## src/rtl/fetch_pkg.sv

```systemverilog
// rtl/fetch_pkg.sv - shared fetch state enum and instruction/entry widths
package fetch_pkg;

  localparam int INSTR_W = 32;
  localparam int ENTRY_W = 2 * INSTR_W;

  typedef enum logic [1:0] {
    IDLE = 2'd0,
    RUN  = 2'd1,
    HALT = 2'd2
  } fetch_state_e;

endpackage

```

## src/rtl/fetch_skid_buf.sv

```systemverilog
// rtl/fetch_skid_buf.sv - 2-entry output buffer (output register + 1-entry skid) with flush
module fetch_skid_buf
  import fetch_pkg::*;
#(
  parameter int W = ENTRY_W
) (
  input  logic         clk,
  input  logic         rst_n,
  input  logic         flush_i,
  input  logic         in_valid_i,
  output logic         in_ready_o,
  input  logic [W-1:0] in_data_i,
  output logic         out_valid_o,
  input  logic         out_ready_i,
  output logic [W-1:0] out_data_o
);

  logic         out_valid_q, out_valid_d;
  logic         skid_valid_q, skid_valid_d;
  logic [W-1:0] out_data_q, out_data_d;
  logic [W-1:0] skid_data_q, skid_data_d;
  logic         pop;

  always_ff @(posedge clk or negedge rst_n) begin
    if (!rst_n) begin
      out_valid_q  <= 1'b0;
      skid_valid_q <= 1'b0;
      out_data_q   <= '0;
      skid_data_q  <= '0;
    end else begin
      out_valid_q  <= out_valid_d;
      skid_valid_q <= skid_valid_d;
      out_data_q   <= out_data_d;
      skid_data_q  <= skid_data_d;
    end
  end

  always_comb begin
    out_valid_d  = out_valid_q;
    skid_valid_d = skid_valid_q;
    out_data_d   = out_data_q;
    skid_data_d  = skid_data_q;
    pop          = out_valid_q && out_ready_i;
    if (flush_i) begin
      out_valid_d  = 1'b0;
      skid_valid_d = 1'b0;
    end else if (!out_valid_q || pop) begin
      // The skid entry is older than anything arriving now, so it moves up first.
      if (skid_valid_q) begin
        out_valid_d  = 1'b1;
        out_data_d   = skid_data_q;
        skid_valid_d = in_valid_i;
        if (in_valid_i) skid_data_d = in_data_i;
      end else begin
        out_valid_d = in_valid_i;
        if (in_valid_i) out_data_d = in_data_i;
      end
    end else if (in_valid_i) begin
      skid_valid_d = 1'b1;
      skid_data_d  = in_data_i;
    end
  end

  assign in_ready_o  = !skid_valid_q;
  assign out_valid_o = out_valid_q;
  assign out_data_o  = out_data_q;

endmodule

```

## src/rtl/instr_fetch.sv

```systemverilog
// rtl/instr_fetch.sv - instruction fetch with 1-cycle ROM, redirect and 2-entry output buffer
// Optional misaligned-redirect trap enabled by FETCH_MISALIGN_CHECK_EN.
module instr_fetch
  import fetch_pkg::*;
#(
  parameter int          ADDR_WIDTH = 8,
  parameter logic [31:0] RESET_PC   = 32'h0000_0000
) (
  input  logic                  clk,
  input  logic                  rst_n,
  output logic                  rom_read_enable,
  output logic [ADDR_WIDTH-1:0] rom_address,
  input  logic [INSTR_W-1:0]    rom_data,
  input  logic                  redirect_valid,
  input  logic [31:0]           redirect_pc,
  output logic                  out_valid,
  input  logic                  out_ready,
  output logic [INSTR_W-1:0]    out_instr,
  output logic [31:0]           out_pc,
  output logic                  fetch_misaligned
);

  fetch_state_e state_q, state_d;
  logic [31:0]  pc_q, pc_d;
  logic         inflight_q, inflight_d;
  logic [31:0]  inflight_pc_q, inflight_pc_d;
  logic         misaligned_q, misaligned_d;

  logic [31:0]        redirect_tgt;
  logic               redirect_bad;
  logic [31:0]        fetch_addr;
  logic               flush;
  logic               accepted;
  logic [2:0]         occupancy;
  logic               buf_in_ready;
  logic               buf_out_valid;
  logic [ENTRY_W-1:0] buf_out_data;

`ifdef FETCH_MISALIGN_CHECK_EN
  assign redirect_tgt = redirect_pc;
  assign redirect_bad = |redirect_pc[1:0];
`else
  assign redirect_tgt = {redirect_pc[31:2], 2'b00};
  assign redirect_bad = 1'b0;
`endif

  always_ff @(posedge clk or negedge rst_n) begin
    if (!rst_n) begin
      state_q       <= IDLE;
      pc_q          <= RESET_PC;
      inflight_q    <= 1'b0;
      inflight_pc_q <= '0;
      misaligned_q  <= 1'b0;
    end else begin
      state_q       <= state_d;
      pc_q          <= pc_d;
      inflight_q    <= inflight_d;
      inflight_pc_q <= inflight_pc_d;
      misaligned_q  <= misaligned_d;
    end
  end

  always_comb begin
    state_d       = state_q;
    pc_d          = pc_q;
    inflight_d    = rom_read_enable;
    inflight_pc_d = inflight_pc_q;
    misaligned_d  = misaligned_q;
    if (rom_read_enable) begin
      inflight_pc_d = fetch_addr;
      pc_d          = fetch_addr + 32'd4;
    end
    case (state_q)
      IDLE: state_d = RUN;
      RUN, HALT: begin
        if (redirect_valid) begin
          state_d      = redirect_bad ? HALT : RUN;
          misaligned_d = redirect_bad;
        end
      end
      default: state_d = IDLE;
    endcase
  end

  always_comb begin
    accepted        = buf_out_valid && out_ready;
    // Slots already claimed: in-flight word plus buffered entries, less the one leaving now.
    occupancy       = 3'(inflight_q) + 3'(buf_out_valid) + 3'(!buf_in_ready) - 3'(accepted);
    flush           = redirect_valid && (state_q != IDLE);
    fetch_addr      = pc_q;
    rom_read_enable = 1'b0;
    if (flush) begin
      fetch_addr      = redirect_tgt;
      rom_read_enable = !redirect_bad;
    end else if (state_q == RUN && occupancy < 3'd2) begin
      rom_read_enable = 1'b1;
    end
  end

  assign rom_address = fetch_addr[ADDR_WIDTH+1:2];

  fetch_skid_buf #(.W(ENTRY_W)) u_skid (
    .clk        (clk),
    .rst_n      (rst_n),
    .flush_i    (flush),
    .in_valid_i (inflight_q && !flush),
    .in_ready_o (buf_in_ready),
    .in_data_i  ({rom_data, inflight_pc_q}),
    .out_valid_o(buf_out_valid),
    .out_ready_i(out_ready),
    .out_data_o (buf_out_data)
  );

  assign out_valid        = buf_out_valid;
  assign out_instr        = buf_out_data[ENTRY_W-1:INSTR_W];
  assign out_pc           = buf_out_data[31:0];
  assign fetch_misaligned = misaligned_q;

endmodule

```

## config.mk

```make
export PLATFORM = sky130hd
export DESIGN_NAME = instr_fetch
export DESIGN_NICKNAME = d
export VERILOG_FILES = /design/src/rtl/fetch_pkg.sv /design/src/rtl/fetch_skid_buf.sv /design/src/rtl/instr_fetch.sv
export SDC_FILE = /design/constraint.sdc
export NUM_CORES = 1
export LEC_CHECK = 0
export CAP_MARGIN = 10
export CORE_MARGIN = 5
export CORE_UTILIZATION = 49
export DETAILED_ROUTE_END_ITERATION = 8
export GPL_TIMING_DRIVEN = 0
export PLACE_DENSITY = 0.77
export RECOVER_POWER = 100
export SETUP_SLACK_MARGIN = 0.3
export SLEW_MARGIN = 5
export SYNTH_ARGS = -nofsm -noshare
export SYNTH_HDL_FRONTEND = slang
export SYNTH_SLANG_ARGS = --single-unit
```

## constraint.sdc

```tcl
create_clock -name clk -period 3.5 [get_ports clk]
set_clock_uncertainty 0.2 [all_clocks]
set_input_delay 0.7 -clock clk [delete_from_list [all_inputs] [get_ports clk]]
set_output_delay 0.7 -clock clk [all_outputs]
set_load 0.005 [all_outputs]
```

==> impl_metrics.env, run 1 <==
export IMPL_grt_first_pass_wirelength_mm=39.7
export IMPL_place_port_buffers=137
export IMPL_async_flop_share=1.00
export IMPL_whs_path_depth=1
export IMPL_critPathMaxStageDelay_ns=0.36
export IMPL_drv_slew=73
export IMPL_netlist_top_cells_area="dfrtp_1, mux2_2, mux2i_1, nor2_1, a21oi_1"
export IMPL_num_rows=49
export IMPL_antenna_found_initial=0
export IMPL_diodes=0
export IMPL_drtPass1Iterations=5
export IMPL_clockRootBuffer="clkbuf_16"
export IMPL_fp_dieH_um=146
export IMPL_top_usage_layer="met2"
export IMPL_grt_util_met2=0.373
export IMPL_grt_overflow_total=0
export IMPL_arrival_ns=2.47
export IMPL_remaining_drc_errors=0
export IMPL_ctsHoldBuffers=0
export IMPL_cts_tree="built"
export IMPL_synth_top_area_frac=0.519
export IMPL_drive_above_1_share=0.188
export IMPL_critPathMaxFanout=2
export IMPL_use_met3=0.0493
export IMPL_finalCritPeriodShare=0.964
export IMPL_finalCoreUtilization=0.658
export IMPL_initial_core_util=0.502
export IMPL_r2r_start="state_q[0]$_DFFE_PN0P_"
export IMPL_gp_congestion=0.951
export IMPL_nets=1141
export IMPL_finalCriticalPeriod_ns=3.37
export IMPL_avgSynthCellArea_um2=10.4
export IMPL_worstSetupPathType="reg2out"
export IMPL_cts_htree_levels=4
export IMPL_grt_pass1_vias=7440
export IMPL_cts_inserted_buffers=17
export IMPL_routedWlPerCell_um=19.0
export IMPL_synth_edff_count=0
export IMPL_yosys_register_bits=188
export IMPL_synthCells=873
export IMPL_placedCellCount=1242
export IMPL_rsz0062_at_grt="yes"
export IMPL_status="complete, but fails checks"
export IMPL_violations="max-capacitance violations, max-slew violations"
export IMPL_avgViaCountPerCell=5.72
export IMPL_min_path_type="reg2reg"
export IMPL_cts_sinks=188
export IMPL_cellLeakagePower_nw=4.92
export IMPL_coreArea_um2=18100
export IMPL_drtIter0Drc=552
export IMPL_regArea_um2=4700
export IMPL_endpoint_kind="primary output"
export IMPL_clock_latency_ns=0.44
export IMPL_clkTransAtPathRegs_ns=0.07
export IMPL_r2r_cells=16
export IMPL_syn_cell_area_um2=9070
export IMPL_tightest_slew_ns=1.81
export IMPL_hold_start="inflight_pc_q[15]$_DFFE_PN0P_"
export IMPL_ir_drop_mv=0.419
export IMPL_post_synth_top_count_cell="dfrtp_1"
export IMPL_power_density_nw_per_um2=727
export IMPL_die_width_um=146
export IMPL_crit_start="u_skid.skid_valid_q$_DFFE_PN0P_"
export IMPL_cp_slowest_cell="dfrtp_1"
export IMPL_synth_distinct_cells=52
export IMPL_dieArea_um2=21300
export IMPL_ys_warn_count=0
export IMPL_finalHoldViolations=0
export IMPL_maxCapViolCount=1
export IMPL_dp_hpwl_mm=17.1
export IMPL_cp_required_ns=2.60
export IMPL_drt_total_wl_mm=24.9
export IMPL_start_kind="flip-flop"
export IMPL_grt_util_met1=0.310
export IMPL_ys_top_cells_by_count="dfrtp_1, nor2_1, nand2_1, a21oi_1, mux2i_1"
export IMPL_vias=7508
export IMPL_slew_headroom=-0.209
export IMPL_multi_input_area_um2=4190
export IMPL_synth_area_leader_cell="dfrtp_1"
export IMPL_preCtsSetupSlack_ns=-1.10
export IMPL_setup_viol=0
export IMPL_num_io_pins=143
export IMPL_synth_ff_type="dfrtp_1"
export IMPL_fmax_ghz=0.297
export IMPL_num_fill_cells=1400
export IMPL_synth_seq_area_share=0.519
export IMPL_grt_max_degree=118
export IMPL_final_cells=1312
export IMPL_clk_path_buf_depth=2
export IMPL_area_growth_pct=31.1
export IMPL_setup_ws_ns=0.128
export IMPL_cp_cell_sequence="clkbuf_2 -> buf_6 -> buf_12 -> inv_4 -> ha_4 -> inv_1 -> ha_4 -> a21oi_4 -> xor2_2 -> o21ai_4 -> inv_2 -> clkbuf_16 -> buf_6"
export IMPL_gr_usage_all_layers=0.232
export IMPL_ant_nets=0
==> path summary, 6_finish.rpt <==
kind | end | slack, ns
worst min register to register | inflight_pc_q[15]$_DFFE_PN0P_ | 0.30
min in group asynchronous | pc_q[24]$_DFFE_PN0P_ | 0.56
worst min-delay path | inflight_pc_q[15]$_DFFE_PN0P_ | 0.30
worst max-delay path | rom_read_enable | 0.13
worst max register to register | pc_q[30]$_DFFE_PN0P_ | 0.15
max in group asynchronous | u_skid.skid_data_q[34]$_DFFE_PN0P_ | 0.70
==> final cells by class <==
class	instances	area share
multi-input cells	615	0.352
plain buffers	64	0.0378
repair buffers	176	0.138
well taps	229	0.0241
clock inverters	14	0.0127
inverters	8	0.00273
clock buffers	18	0.0369
flip-flops and latches	188	0.395
==> flip-flops by register name, indices dropped and copies added (netlist names) <==
name / cells
inflight_pc_q: 30
inflight_q: 1
pc_q: 30
state_q: 1
u_skid.out_data_o: 62
u_skid.out_valid_o: 1
u_skid.skid_data_q: 62
u_skid.skid_valid_q: 1
==> cell usage in the layout (no fill, tap or decap), drive strengths merged, types with 3 or more instances in the layout <==
cell           count
mux2i             74
dlygate4sd2        5
xnor2             13
inv               14
nor4               5
mux2              72
nand4             21
and3               7
o211ai             3
o21ai             32
dfrtp            188
ha                 3
a221o              3
clkinv             7
a31oi             12
and2               3
buf               61
o32ai              6
xor2              10
a21o              10
nor2             120
a21oi             78
nand2             84
clkbuf            63
conb               4
dlygate4sd3       63
nor3              13
clkdlybuf4s50     64
nand3             14
a211oi            13
==> cells by family after synthesis <==
logic type      share of synthesized area
compound gates                      0.108
xor+xnor                           0.0222
fa+ha+maj                         0.00414
buf+inv                            0.0372
flops                               0.519
mux                                 0.171
other cells                      0.000828
simple gates                        0.137
==> timing repair <==
action | in CTS | in global routing
pin swaps | 7 | 12
resized for setup | 67 | 15
buffers inserted | 19 | 19
setup endpoints to repair | 122 | 42
gates cloned | 0 | 0
==> power by group <==
group | switching (W) | leakage, nW | internal [W] | total (W)
Combinational | 0.00140 | 2.43 | 0.00164 | 0.00304
Sequential | 0.000588 | 2.21 | 0.00312 | 0.00370
Clock | 0.000933 | 0.286 | 0.000972 | 0.00191
Total | 0.00292 | 4.92 | 0.00573 | 0.00865
==> critical path, delay by kind of cell, from the launching register on <==
kind	cells	cell delay, ns
buffers and inverters	8	0.79
flip-flops	1	0.36
AO/OA/AOI/OAI	2	0.23
XOR/XNOR	1	0.23
adder cells (fa/ha/maj)	2	0.41
==> per-stage QoR <==
| stage | power [W] | setup TNS [ns] | cell area, um^2 | hold slack (ns) |
|---|---|---|---|---|
| after CTS | 0.00880 | 0 | 11800 | 0.0442 |
| after floorplan | 0.00525 | 0 | 9180 | 0.204 |
| after detailed placement | 0.00677 | -57.79 | 10900 | 0.287 |
| after global placement | 0.00663 | -1255.25 | 10800 | 0.281 |
| final | 0.00865 | 0 | 11900 | 0.299 |
| after global routing | 0.00920 | 0 | 11900 | 0.316 |
==> metal layers <==
layer,up-vias,share of wire
met5,-,0
met4,0,0.023
met3,48,0.072
met2,307,0.48
met1,3686,0.42
li1,3467,-
(Power assumes the default switching activity.)
==> inputs of run 2 (changes only) <==
--- a/config.mk
+++ b/config.mk
@@ -5,6 +5,7 @@
 export SDC_FILE = /design/constraint.sdc
 export NUM_CORES = 1
 export LEC_CHECK = 0
+export ABC_AREA = 1
 export CAP_MARGIN = 10
 export CORE_MARGIN = 5
 export CORE_UTILIZATION = 49
==> run 2 against run 1 <==
Against the previous run: the flow still finishes with violations (max-capacitance violations, max-slew violations); largest cell class unchanged; setup slack worse by 0.039 ns; total power rose by 13%; highest routed layer unchanged; sequential power fell by 3%; critical path type unchanged; clock-buffer cell count is 1 lower.
==> impl_metrics.env, run 2 <==
export IMPL_syn_cell_area_um2=9000
export IMPL_num_io_pins=143
export IMPL_preCtsSetupSlack_ns=-0.973
export IMPL_ys_top_cells_by_count="nand2_1, o21ai_0, dfrtp_1, inv_1, nor2_1"
export IMPL_netlist_top_cells_area="dfrtp_1, nand2_1, o21ai_0, inv_1, nand3_1"
export IMPL_postPlaceCellArea_um2=10700
export IMPL_start_kind="flip-flop"
export IMPL_clockRootBuffer="clkbuf_16"
export IMPL_initial_core_util=0.499
export IMPL_gp_congestion=0.968
export IMPL_gr_usage_all_layers=0.225
export IMPL_vias=8050
export IMPL_synth_ff_type="dfrtp_1"
export IMPL_ys_warn_count=0
export IMPL_place_port_buffers=137
export IMPL_crit_start="u_skid.skid_valid_q$_DFFE_PN0P_"
export IMPL_placedCellCount=1479
export IMPL_final_cells=1534
export IMPL_fp_dieH_um=146
export IMPL_maxCapViolCount=1
export IMPL_cts_sinks=188
export IMPL_worstSetupPathType="reg2out"
export IMPL_power_density_nw_per_um2=850
export IMPL_status="complete, but fails checks"
export IMPL_diodes=0
export IMPL_cp_required_ns=2.60
export IMPL_grt_overflow_total=0
export IMPL_cellLeakagePower_nw=5.60
export IMPL_power_total_w=0.00979
export IMPL_cts_inserted_buffers=17
export IMPL_drt_total_wl_mm=23.9
export IMPL_clock_latency_ns=0.43
export IMPL_finalSetupTns_ns=0
export IMPL_drive_above_1_share=0.110
export IMPL_area_growth_pct=28.0
export IMPL_grt_max_degree=118
export IMPL_antenna_found_initial=0
export IMPL_avgSynthCellArea_um2=8.11
export IMPL_regArea_um2=4700
export IMPL_routedWlPerCell_um=15.6
export IMPL_drtPass1Iterations=6
export IMPL_cts_htree_levels=4
export IMPL_synth_area_leader_cell="dfrtp_1"
export IMPL_finalHoldViolations=0
export IMPL_setup_ws_ns=0.0886
export IMPL_fmax_ghz=0.293
export IMPL_yosys_register_bits=188
export IMPL_final_cell_mix="nand2_1, o21ai_0, dfrtp_1, inv_1, clkdlybuf4s50_1"
export IMPL_ir_drop_mv=0.520
export IMPL_rsz0062_at_grt="yes"
export IMPL_dieArea_um2=21200
export IMPL_die_width_um=146
export IMPL_async_flop_share=1.00
export IMPL_drv_slew=73
export IMPL_synthCells=1110
export IMPL_grt_pass1_vias=7795
export IMPL_multi_input_area_um2=3620
export IMPL_ant_nets=0
export IMPL_remaining_drc_errors=0
export IMPL_finalCriticalPeriod_ns=3.41
export IMPL_clk_path_buf_depth=2
export IMPL_nets=1363
export IMPL_grt_first_pass_wirelength_mm=39.4
export IMPL_coreArea_um2=18000
export IMPL_finalCritPeriodShare=0.975
export IMPL_clkTransAtPathRegs_ns=0.07
export IMPL_r2r_start="u_skid.skid_valid_q$_DFFE_PN0P_"
export IMPL_layout_commonest_cell="nand2_1"
export IMPL_final_area_um2=11500
export IMPL_critPathMaxFanout=2
export IMPL_synth_distinct_cells=35
export IMPL_avgViaCountPerCell=5.25
export IMPL_post_synth_top_count_cell="nand2_1"
export IMPL_dp_hpwl_mm=16.6
export IMPL_synth_edff_count=0
export IMPL_tightest_slew_ns=1.75
export IMPL_setup_viol=0
export IMPL_endpoint_kind="primary output"
export IMPL_min_path_type="reg2reg"
export IMPL_drtIter0Drc=683
export IMPL_synth_top_area_frac=0.523
export IMPL_cts_tree="built"
export IMPL_hold_start="u_skid.out_data_o[37]$_DFFE_PN0P_"
export IMPL_slew_headroom=-0.167
export IMPL_synth_seq_area_share=0.523
export IMPL_num_fill_cells=1537
export IMPL_arrival_ns=2.51
export IMPL_violations="max-capacitance violations, max-slew violations"
export IMPL_num_rows=49
==> run 2: changes by cell type after synthesis, sizes merged, moves of 18 or more <==
cell and change:
a21oi -64, inv +88, mux2 -72, mux2i -74
nand2 +304, nand3 +29, nand4 -18, nor2 -59
o21ai +191
==> run 2: cell families after synthesis <==
kind of cell / count (synthesis) / synth area share
AO/OA/AOI/OAI: 252 / 0.150
XOR/XNOR: 1 / 0.000973
adder cells (fa/ha/maj): 3 / 0.00417
buffers and inverters: 165 / 0.0821
flip-flops: 188 / 0.523
other: 2 / 0.000834
AND/OR/NAND/NOR: 499 / 0.239
==> run 2: report_power, final <==
part / internal (W) / switching [W]
clock: 0.00100 / 0.000896
sequential: 0.00315 / 0.000455
combinational: 0.00179 / 0.00250
==> run 2: stage by stage <==
stage	hold slack, ns	util
final	0.279	0.639
after global routing	0.298	0.639
after detailed placement	0.268	0.594
after CTS	0.0289	0.642
after global placement	0.256	0.592
after floorplan	0.204	-
==> run 2: path summary, 6_finish.rpt <==
kind | endpoint | slack [ns] | cells past startpoint
worst max-delay path | rom_read_enable | 0.09 | 14
worst min-delay path | u_skid.out_data_o[37]$_DFFE_PN0P_ | 0.28 | 2
worst max register to register | pc_q[27]$_DFFE_PN0P_ | 0.10 | 24
worst min register to register | u_skid.out_data_o[37]$_DFFE_PN0P_ | 0.28 | 2
max in group asynchronous | u_skid.skid_data_q[30]$_DFFE_PN0P_ | 0.77 | 2
min in group asynchronous | u_skid.out_data_o[59]$_DFFE_PN0P_ | 0.52 | 1
==> run 2: cell type report <==
cell class | count | area share
multi-input combinational | 759 | 0.314
clock inverter | 15 | 0.0129
clock buffer | 17 | 0.0369
timing repair buffer | 161 | 0.136
sequential | 188 | 0.408
tap | 229 | 0.0249
inverter | 96 | 0.0315
buffer | 69 | 0.0353
==> run 2: what timing repair did <==
item,CTS,global route
gates resized for setup,38,8
hold buffers,0,0
endpoints found under the setup margin,69,8
endpoints found under the hold margin,0,0
pin swaps,11,8
buffers inserted,20,3
==> run 2: critical path: stages (launching register included) <==
cell and delay [ns]:
dfrtp_1 0.39, inv_4 0.05, clkbuf_16 0.14, clkbuf_16 0.14, ha_4 0.25, inv_2 0.04
ha_4 0.26, a21oi_4 0.05, nor2_1 0.16, nor2_2 0.07, nand2_2 0.09, nand2_2 0.08
buf_6 0.13, buf_8 0.12, buf_6 0.10
==> run 2: routing by layer <==
metal	track usage	wire, um	vias up
li1	-	-	3903
met1	0.307	10500	3774
met2	0.360	11200	318
met3	0.0442	1590	55
met4	0.0826	625	0
met5	0	0	-
==> inputs of run 3 (changes only) <==
--- a/config.mk
+++ b/config.mk
@@ -10,6 +10,7 @@
 export CORE_MARGIN = 5
 export CORE_UTILIZATION = 49
 export DETAILED_ROUTE_END_ITERATION = 8
+export GPL_ROUTABILITY_DRIVEN = 0
 export GPL_TIMING_DRIVEN = 0
 export PLACE_DENSITY = 0.77
 export RECOVER_POWER = 100
==> run 3 against run 2 <==
Against the previous run: clock power about the same; setup slack better by 0.0031 ns; combinational power up 8.2%; the flow still finishes with violations (max-capacitance violations, max-slew violations); largest cell class unchanged; sequential power about the same; critical path depth unchanged.
==> impl_metrics.env, run 3 (synthesized netlist as in run 2, its figures left out) <==
export IMPL_status="complete, but fails checks"
export IMPL_violations="max-capacitance violations, max-slew violations"
export IMPL_initial_core_util=0.499
export IMPL_avgViaCountPerCell=5.28
export IMPL_cellLeakagePower_nw=5.77
export IMPL_drt_total_wl_mm=24.5
export IMPL_grt_first_pass_wirelength_mm=39.2
export IMPL_slew_headroom=-0.179
export IMPL_clk_path_buf_depth=2
export IMPL_num_io_pins=143
export IMPL_diodes=0
export IMPL_start_kind="flip-flop"
export IMPL_preCtsSetupSlack_ns=-0.985
export IMPL_drv_slew=74
export IMPL_r2r_start="u_skid.skid_valid_q$_DFFE_PN0P_"
export IMPL_finalCriticalPeriod_ns=3.41
export IMPL_tightest_slew_ns=1.77
export IMPL_final_cell_mix="nand2_1, o21ai_0, dfrtp_1, inv_1, clkdlybuf4s50_1"
export IMPL_coreArea_um2=18000
export IMPL_critPathMaxFanout=2
export IMPL_antenna_found_initial=0
export IMPL_nets=1371
export IMPL_crit_start="u_skid.skid_valid_q$_DFFE_PN0P_"
export IMPL_remaining_drc_errors=0
export IMPL_cp_required_ns=2.60
export IMPL_clockRootBuffer="clkbuf_16"
export IMPL_min_path_type="reg2reg"
export IMPL_finalCritPeriodShare=0.974
export IMPL_cts_sinks=188
export IMPL_clock_latency_ns=0.43
export IMPL_layout_commonest_cell="nand2_1"
export IMPL_clkTransAtPathRegs_ns=0.07
export IMPL_hold_ws_ns=0.278
export IMPL_finalHoldViolations=0
export IMPL_drtIter0Drc=702
export IMPL_cts_inserted_buffers=17
export IMPL_drtPass1Iterations=6
export IMPL_setup_ws_ns=0.0916
export IMPL_place_port_buffers=137
export IMPL_finalSetupTns_ns=0
export IMPL_ant_nets=0
export IMPL_cts_htree_levels=4
export IMPL_maxCapViolCount=1
export IMPL_routedWlPerCell_um=15.9
export IMPL_dieArea_um2=21200
export IMPL_setup_viol=0
export IMPL_num_rows=49
export IMPL_gr_usage_all_layers=0.223
export IMPL_endpoint_kind="primary output"
export IMPL_area_growth_pct=31.1
export IMPL_power_density_nw_per_um2=862
export IMPL_hold_start="pc_q[31]$_DFFE_PN0P_"
export IMPL_grt_pass1_vias=7777
export IMPL_rsz0062_at_grt="yes"
export IMPL_arrival_ns=2.51
export IMPL_drive_above_1_share=0.133
export IMPL_ctsHoldBuffers=0
export IMPL_fp_dieH_um=146
export IMPL_vias=8130
export IMPL_fmax_ghz=0.293
export IMPL_worstSetupPathType="reg2out"
export IMPL_finalCoreUtilization=0.655
export IMPL_die_width_um=146
export IMPL_cts_tree="built"
export IMPL_grt_overflow_total=0
export IMPL_grt_max_degree=117
export IMPL_ir_drop_mv=0.508
export IMPL_dp_hpwl_mm=16.6
run 3: cell types whose count changed in the layout (fill, tap and decap cells not counted), moves of 4 or more:
cell / before / now
clkbuf_1: 46 / 42
nand2_1: 368 / 353
nand2_4: 5 / 18
nand3_1: 38 / 34
o21ai_0: 211 / 207
run 3: per-stage QoR:
step	std cells	area (um^2)	total power, W
finish	1540	11800	0.0102
global route	1540	11800	0.0109
CTS	1533	11600	0.0100
detailed placement	1479	10700	0.00764
global placement	1478	10700	0.00749
floorplan	1112	9010	0.00589
run 3: metal layers:
layer / track usage / wire, um
met3: 0.0442 / 1860
met1: 0.299 / 10400
met2: 0.364 / 11600
met5: 0 / 0
met4: 0.0756 / 683
run 3: critical path: stages, from the launching register on:
cell	delay, ns
dfrtp_1	0.39
inv_4	0.05
clkbuf_16	0.14
clkbuf_16	0.14
ha_4	0.25
inv_2	0.03
ha_4	0.21
a21oi_4	0.19
buf_6	0.14
nand2_4	0.06
nand2_4	0.09
nand2_4	0.05
buf_6	0.11
buf_8	0.12
buf_6	0.10
run 3: final timing paths:
check                                                     end  slack, ns  cells past startpoint
min in group asynchronous   u_skid.out_data_o[56]$_DFFE_PN0P_       0.51                      1
setup reg to reg                         pc_q[15]$_DFFE_PN0P_       0.10                     21
hold reg to reg                          pc_q[31]$_DFFE_PN0P_       0.28                      2
hold / removal                           pc_q[31]$_DFFE_PN0P_       0.28                      2
setup / recovery                              rom_read_enable       0.09                     14
max in group asynchronous  u_skid.skid_data_q[30]$_DFFE_PN0P_       0.77                      2
run 3: final cells by class:
class | count | area (um^2)
Timing Repair Buffer | 169 | 1660
Clock buffer | 18 | 439
Multi-Input combinational cell | 759 | 3770
Sequential cell | 188 | 4700
Inverter | 96 | 363
Fill cell | 1430 | 6220
Buffer | 69 | 438
Clock inverter | 12 | 138
Tap cell | 229 | 287
run 3: power by group:
group,switching (W),total (W),internal (W)
combinational,0.00267,0.00464,0.00197
sequential,0.000467,0.00362,0.00315
clock,0.000840,0.00191,0.00107
total,0.00397,0.0102,0.00619
run 3: what timing repair did:
action / CTS / global route
pin swaps: 11 / 20
endpoints found under the setup margin: 69 / 39
resized for setup: 43 / 82
setup buffers: 24 / 5
cloned: 0 / 2
